### config.mk
export PLATFORM = sky130hd
export DESIGN_NAME = tdm_demux
export DESIGN_NICKNAME = d
export VERILOG_FILES = /design/src/rtl/tdm_demux.sv
export SDC_FILE = /design/constraint.sdc
export NUM_CORES = 1
export LEC_CHECK = 0
export CAP_MARGIN = 0
export CORE_MARGIN = 3
export CORE_UTILIZATION = 43
export DETAILED_ROUTE_END_ITERATION = 8
export PLACE_DENSITY = 0.84
export SETUP_SLACK_MARGIN = 0.3
export SKIP_LAST_GASP = 1
export SYNTH_ARGS = -nofsm -noshare
export SYNTH_HDL_FRONTEND = slang
export SYNTH_SLANG_ARGS = --single-unit
### constraint.sdc
create_clock -name clk -period 2.4 [get_ports clk]
set_input_delay 0.48 -clock clk [delete_from_list [all_inputs] [get_ports clk]]
set_output_delay 0.48 -clock clk [all_outputs]
set_load 0.02 [all_outputs]
### src/rtl/tdm_demux.sv
// TDM frame demultiplexer: aligns to fsync, steers each slot sample into its channel register.
// Optional 16-bit frame counter output is built when TDM_DEMUX_FRAME_CNT_EN is defined.
module tdm_demux #(
  parameter int unsigned NCH = 4,
  parameter int unsigned W   = 8
) (
  input  logic               clk,
  input  logic               rst_n,
  input  logic [W-1:0]       din,
  input  logic               din_vld,
  input  logic               fsync,
  output logic [NCH*W-1:0]   ch_data,
  output logic [NCH-1:0]     ch_vld,
  output logic               frame_done,
  output logic               locked,
`ifdef TDM_DEMUX_FRAME_CNT_EN
  output logic               sync_err,
  output logic [15:0]        frame_cnt
`else
  output logic               sync_err
`endif
);

  localparam int unsigned CW = $clog2(NCH);
  localparam logic [CW-1:0] LastSlot = CW'(NCH - 1);

  typedef enum logic {StHunt, StLock} state_e;

  state_e            state_q, state_d;
  logic [CW-1:0]     slot_q, slot_d;
  logic [NCH*W-1:0]  data_q, data_d;
  logic [NCH-1:0]    vld_q, vld_d;
  logic              fd_q, fd_d;
  logic              err_q, err_d;
  logic              wr_en;
  logic [CW-1:0]     wr_slot;

  always_comb begin
    state_d = state_q;
    slot_d  = slot_q;
    wr_en   = 1'b0;
    wr_slot = '0;
    err_d   = 1'b0;
    if (din_vld) begin
      unique case (state_q)
        StHunt: begin
          if (fsync) begin
            wr_en   = 1'b1;
            slot_d  = CW'(1);
            state_d = StLock;
          end
        end
        StLock: begin
          if (fsync) begin
            // Early sync realigns the frame but keeps lock.
            err_d  = (slot_q != '0);
            wr_en  = 1'b1;
            slot_d = CW'(1);
          end else if (slot_q == '0) begin
            err_d   = 1'b1;
            state_d = StHunt;
          end else begin
            wr_en   = 1'b1;
            wr_slot = slot_q;
            slot_d  = (slot_q == LastSlot) ? '0 : slot_q + CW'(1);
          end
        end
        default: state_d = StHunt;
      endcase
    end
  end

  always_comb begin
    data_d = data_q;
    if (wr_en) begin
      data_d[int'(wr_slot)*W +: W] = din;
    end
    vld_d = wr_en ? (NCH'(1) << wr_slot) : '0;
    fd_d  = wr_en && (wr_slot == LastSlot);
  end

  always_ff @(posedge clk or negedge rst_n) begin
    if (!rst_n) begin
      state_q <= StHunt;
      slot_q  <= '0;
      data_q  <= '0;
      vld_q   <= '0;
      fd_q    <= 1'b0;
      err_q   <= 1'b0;
    end else begin
      state_q <= state_d;
      slot_q  <= slot_d;
      data_q  <= data_d;
      vld_q   <= vld_d;
      fd_q    <= fd_d;
      err_q   <= err_d;
    end
  end

  assign ch_data    = data_q;
  assign ch_vld     = vld_q;
  assign frame_done = fd_q;
  assign sync_err   = err_q;
  assign locked     = (state_q == StLock);

`ifdef TDM_DEMUX_FRAME_CNT_EN
  logic [15:0] fc_q, fc_d;

  always_comb begin
    fc_d = fc_q;
    if (state_q == StHunt && state_d == StLock) begin
      fc_d = '0;
    end else if (fd_d) begin
      fc_d = fc_q + 16'd1;
    end
  end

  always_ff @(posedge clk or negedge rst_n) begin
    if (!rst_n) begin
      fc_q <= '0;
    end else begin
      fc_q <= fc_d;
    end
  end

  assign frame_cnt = fc_q;
`endif

endmodule

# --- Word level (Yosys, flattened, before mapping) ---
# Index checks and enable logic that the tools add are counted.
classes:
  n_addsub: 2
  n_eq_ne: 4
  n_shift: 3
  mux: 20
  bitwise: 1
  reduce_logical: 4
op_table:
  columns: ["cell", "count"]
  rows:
  - ["$neg A5 Y34", 1]
  - ["$shift A8 B34 Y32 const A", 1]
  - ["$shiftx A8 B34 Y32", 1]
  - ["$bwmux W32", 1]
  - ["$mux W2", 8]
  - ["$mux W1", 8]
  - ["$eq A2 B2 Y1 const B", 2]
  - ["$mux W4", 1]
  - ["$pmux W2 S2", 1]
  - ["$shl A1 B2 Y4 const A", 1]
  - ["$ne A3 B3 Y1 const B", 1]
  - ["$reduce_and A3 Y1", 1]
  - ["$add A2 B1 Y2 const B", 1]
  - ["$logic_not A2 Y1", 1]
  - ["$ne A2 B2 Y1 const B", 1]
  - ["$pmux W1 S2", 1]
  - ["$reduce_bool A2 Y1", 1]
  - ["$logic_and A1 B1 Y1", 1]
  - ["$not A1 Y1", 1]
word_totals:
  ff_bits: 41
  out_inout_bits: 39
  word_cells: 40

# --- Logic depth before layout (Yosys ltp) ---
depth:
  ltp_word: 8
  ltp_mapped: 10
  ltp_nobuf: 9

# --- Worst setup path before layout ---
# Ideal clock, no wire load.
synth_path:
  path_kind: "register to register"
  from: "reg slot_q[0]"
  to: "reg data_q[14], in the netlist ch_data[14]"
  setup_ns: 0.125
  arrival_ns: 2.220
  path_slack_ns: 0.055
  stages_incl_launch_ff: 11
  path_cell_list: "dfrtp_1 inv_1 ha_1 nor2b_1 nand3_1 ha_1 buf_2 and2b_1 clkbuf_1 and3_1 mux2_2"
synth_via:
  elab_chain_cells: 8
synth_lines:
  columns: ["element", "line_no", "text"]
  rows:
  - ["from (decl)", "30", "logic [CW-1:0] slot_q, slot_d;"]
  - ["from (signal assigned)", "92", "slot_q <= slot_d;"]
  - ["$logic_not A2 Y1", "59", "end else if (slot_q == '0) begin"]
  - ["$mux W2", "59", null]
  - ["$mux W2", "54", "if (fsync) begin"]
  - ["$mux W2", "45", "unique case (state_q)"]
  - ["$mux W2", "44", "if (din_vld) begin"]
  - ["$neg A5 Y34", "76", "data_d[int'(wr_slot)*W +: W] = din;"]
  - ["$shiftx A8 B34 Y32 or $shift A8 B34 Y32 (tied branches)", "76", null]
  - ["$bwmux W32", "76", null]
  - ["to (signal assigned)", "93", "data_q <= data_d;"]
  - ["to (decl)", "31", "logic [NCH*W-1:0] data_q, data_d;"]
# Parallel ways exist; a longest one is shown, timed or not.
# A chain may end at the register's enable or synchronous reset.

# --- Worst setup path in the final report ---
layout_path:
  from: "in din_vld"
  to: "reg data_q[16], in the netlist ch_data[16]"
layout_via:
  elab_chain_cells: 4
layout_lines:
  columns: ["element", "line_no", "text"]
  rows:
  - ["from (decl)", "10", "input logic din_vld,"]
  - ["$mux W2", "44", null]
  - ["$neg A5 Y34", "76", null]
  - ["$shiftx A8 B34 Y32 or $shift A8 B34 Y32 (tied branches)", "76", null]
  - ["$bwmux W32", "76", null]
# Parallel ways exist; a longest one is shown, timed or not.

==> impl_metrics.csv <==
group,metric,value,unit
outcome,status,"finished clean",
clocking,cts_tree,"done",
global_route,grt_antenna_before_repair,0,
sta,rsz0062_at_grt,"false",
global_route,grt_pass1_vias,1395,
yosys,ys_ff_latch,40,
global_route,met1_usage,24.1,%
sta,fmax,0.491,GHz
finish,instances_no_fill,270,
global_route,gr-usage-met2,28.3,%
sta,finalHoldViolCount,0,
finish,antennaDiodeCount,0,
global_route,grt_max_degree,27,
yosys,netlist_instances,152,
global_route,grt_overflow,0,
global_route,grt_pass1_wl,7.24,mm
placed_design,port_buffers,50,
floorplan,die_w,73.2,um
worst_setup_path,cpMostUsedCell,"buf_4",
placed_design,dp_cells,259,
clocking,root_buffer,"clkbuf_8",
yosys,syn_nets,171,
yosys,ys_seq_area_share,51.6,%
placed_design,dp_slack,-60.8,ps
sta,fin_crit_sh,84.8,%
floorplan,coreArea,4170,um^2
floorplan,num_rows,23,
clocking,cts_buffers,5,
finish,syn_to_final_growth,44.3,%
power,irDropWorstVdd,0.443,mV
sta,tns,0,ps
finish,fin_area,2800,um^2
worst_setup_path,crit_path_start_kind,"input pin",
sta,setup_slack,365,ps
flow_run,maxCapViolCount,0,
power,leakagePower,1.37,nW
worst_setup_path,worstPathMaxFanout,10,
sta,drv_slew,0,
drt,num_vias,1422,
worst_setup_path,crit_chain,"clkdlybuf4s50_1, buf_4, nand4b_4, buf_4, ha_1, nand2_1, a21oi_4, buf_4, mux2_4",
sta,finClkSkew,5.91,ps
floorplan,dieArea,5350,um^2
global_route,busiest_layer,"met2",
clocking,htreeDepth,2,
clocking,cts_max_path_buffers,2,
yosys,synth_cell_types,26,
worst_setup_path,arrival,2210,ps
drt,drtAntennaViolNets,0,
yosys,syn_avg_cell_area,12.8,um^2
drt,routed_wl,4.47,mm
placed_design,place_area,2650,um^2
sta,final.min_clock_period,2040,ps
sta,worst_pin_slew,571,ps
placed_design,place_hpwl,3.13,mm
global_route,grt_use_met3,4.27,%
sta,slew_headroom,61.9,%
drt,drt-wirelength-per-cell,16.6,um
drt,drt_iter0_drc,98,
floorplan,io_pins,51,
finish,drive_gt1_share,33.6,%
placed_design,gp_congestion,0.809,
yosys,synth_area,1940,um^2
yosys,yosys_warnings,0,
min_path,hp-class,"in2async",
clocking,path_clk_slew,80,ps
worst_setup_path,critPathSlowestCell,"clkdlybuf4s50_1",
worst_setup_path,crit_type,"in2reg",
floorplan,die_y,73.2,um
drt,drc_errors,0,
finish,nNetsFinal,238,
clocking,numClockSinks,40,
sta,setup_viol,0,
worst_setup_path,worst_setup_path_end_kind,"flop",
power,power_density,844,nW/um^2
worst_setup_path,critPathRequiredTime,2570,ps
drt,routed_via_density,5.27,
power,total_power,2.36,mW
clocking,worstSkewPairLatency,290,ps
drt,drtPass1Iterations,4,
worst_setup_path,slowest_delay,480,ps
global_route,grt_util_all_layers,18.0,%
floorplan,initial_core_util,46.5,%
==> cell families after synthesis <==
group	count (synthesis)	synth area share, %
AO/OA/AOI/OAI	10	5.23
adder cells (fa/ha/maj)	7	4.52
buffers and inverters	13	3.68
flip-flops	40	51.6
multiplexers	33	19.5
AND/OR/NAND/NOR	49	15.5
==> critical path, delay by kind of cell <==
kind | cells | cell delay [ps]
AO/OA/AOI/OAI | 1 | 40
AND/OR/NAND/NOR | 2 | 240
multiplexers | 1 | 300
adder cells (fa/ha/maj) | 1 | 190
buffers and inverters | 4 | 960
==> Yosys cell counts <==
library cell	number	area, um^2
and2b_1	1	7.51
a21oi_4	4	65.1
nor3b_1	8	60.1
buf_2	2	10.0
inv_2	1	3.75
a21oi_1	3	15.0
nand4b_2	1	15.0
dfrtp_1	40	1000
inv_1	4	15.0
nand2b_1	2	12.5
clkbuf_2	1	5.00
nand3_1	1	5.00
a31oi_1	1	6.26
and3_1	24	150
buf_6	1	11.3
o21ai_0	1	5.00
clkbuf_1	1	3.75
mux2_2	30	338
nand2_1	7	26.3
nor2b_1	2	12.5
mux2_4	2	30.0
nor2_1	3	11.3
a32o_1	1	10.0
mux2i_1	1	10.0
buf_4	3	22.5
ha_1	7	87.6
==> power breakdown <==
| part | switching (mW) | internal [mW] |
|---|---|---|
| clock network | 0.231 | 0.309 |
| logic | 0.459 | 0.494 |
| registers | 0.0822 | 0.787 |
==> worst paths after layout <==
path / from / end / slack, ps / cells after the start
worst max-delay path: din_vld / ch_data[16] / 360 / 9
worst min-delay path: rst_n / ch_data[9] / 170 / 1
worst max register to register: slot_q[0] / ch_data[20] / 420 / 10
worst min register to register: ch_data[30] / ch_data[30] / 510 / 1
max in group asynchronous: rst_n / ch_data[17] / 1610 / 2
min in group clk: ch_data[30] / ch_data[30] / 510 / 1
==> layout make-up <==
type	count	area [um^2]
clock buffer	6	72.6
clock inverter	2	35.0
fill	303	1370
inverter	5	18.8
multi-input combinational	99	927
sequential	40	1000
tap	50	62.6
timing repair buffer	68	679
==> state kept, by name, summed over array words and instances, names as in the netlist <==
name / count
locked: 1
frame_done: 1
slot_q: 2
sync_err: 1
ch_data: 32
ch_vld: 3
==> metal layers <==
metal / up-vias / routed length (um) / share of wire (%)
met5: - / 0 / 0
met4: 0 / 68 / 1.5
met3: 4 / 290 / 6.5
met2: 46 / 2180 / 49
met1: 707 / 1940 / 43
li1: 665 / - / -
==> placed cells by master (no fill, tap or decap) <==
master / count
mux2_2: 29
clkbuf_8: 5
a21oi_1: 3
clkdlybuf4s50_1: 48
bufinv_16: 1
nand4b_4: 1
ha_1: 5
nor3b_1: 8
and3_1: 24
mux2_4: 3
clkbuf_1: 1
nand2_1: 7
o21ai_0: 1
nor2_1: 3
a32o_1: 1
dlygate4sd2_1: 1
nand3_2: 1
a31oi_1: 1
nand2b_1: 2
a21oi_4: 4
buf_2: 1
clkinv_2: 1
dfrtp_2: 2
and2b_4: 1
inv_1: 2
nor2b_4: 2
dfrtp_1: 38
ha_4: 2
buf_12: 4
buf_4: 14
inv_2: 3
mux2i_1: 1
==> through the flow <==
stage / hold slack (ps) / utilization [%]
6_report: 174 / 67.1
5_1_grt: 209 / 67.1
4_1_cts: 190 / 66.6
3_5_place_dp: 492 / 63.5
3_3_place_gp: 492 / 63.5
2_1_floorplan: 184 / -
==> timing repair <==
| item | 4_1_cts | 5_1_grt |
|---|---|---|
| pin swaps | 2 | 0 |
| buffers inserted | 1 | 2 |
| resized for setup | 4 | 2 |
| setup endpoints to repair | 21 | 16 |
| hold buffers | 0 | 0 |
Power figures use the tool's default switching activity.
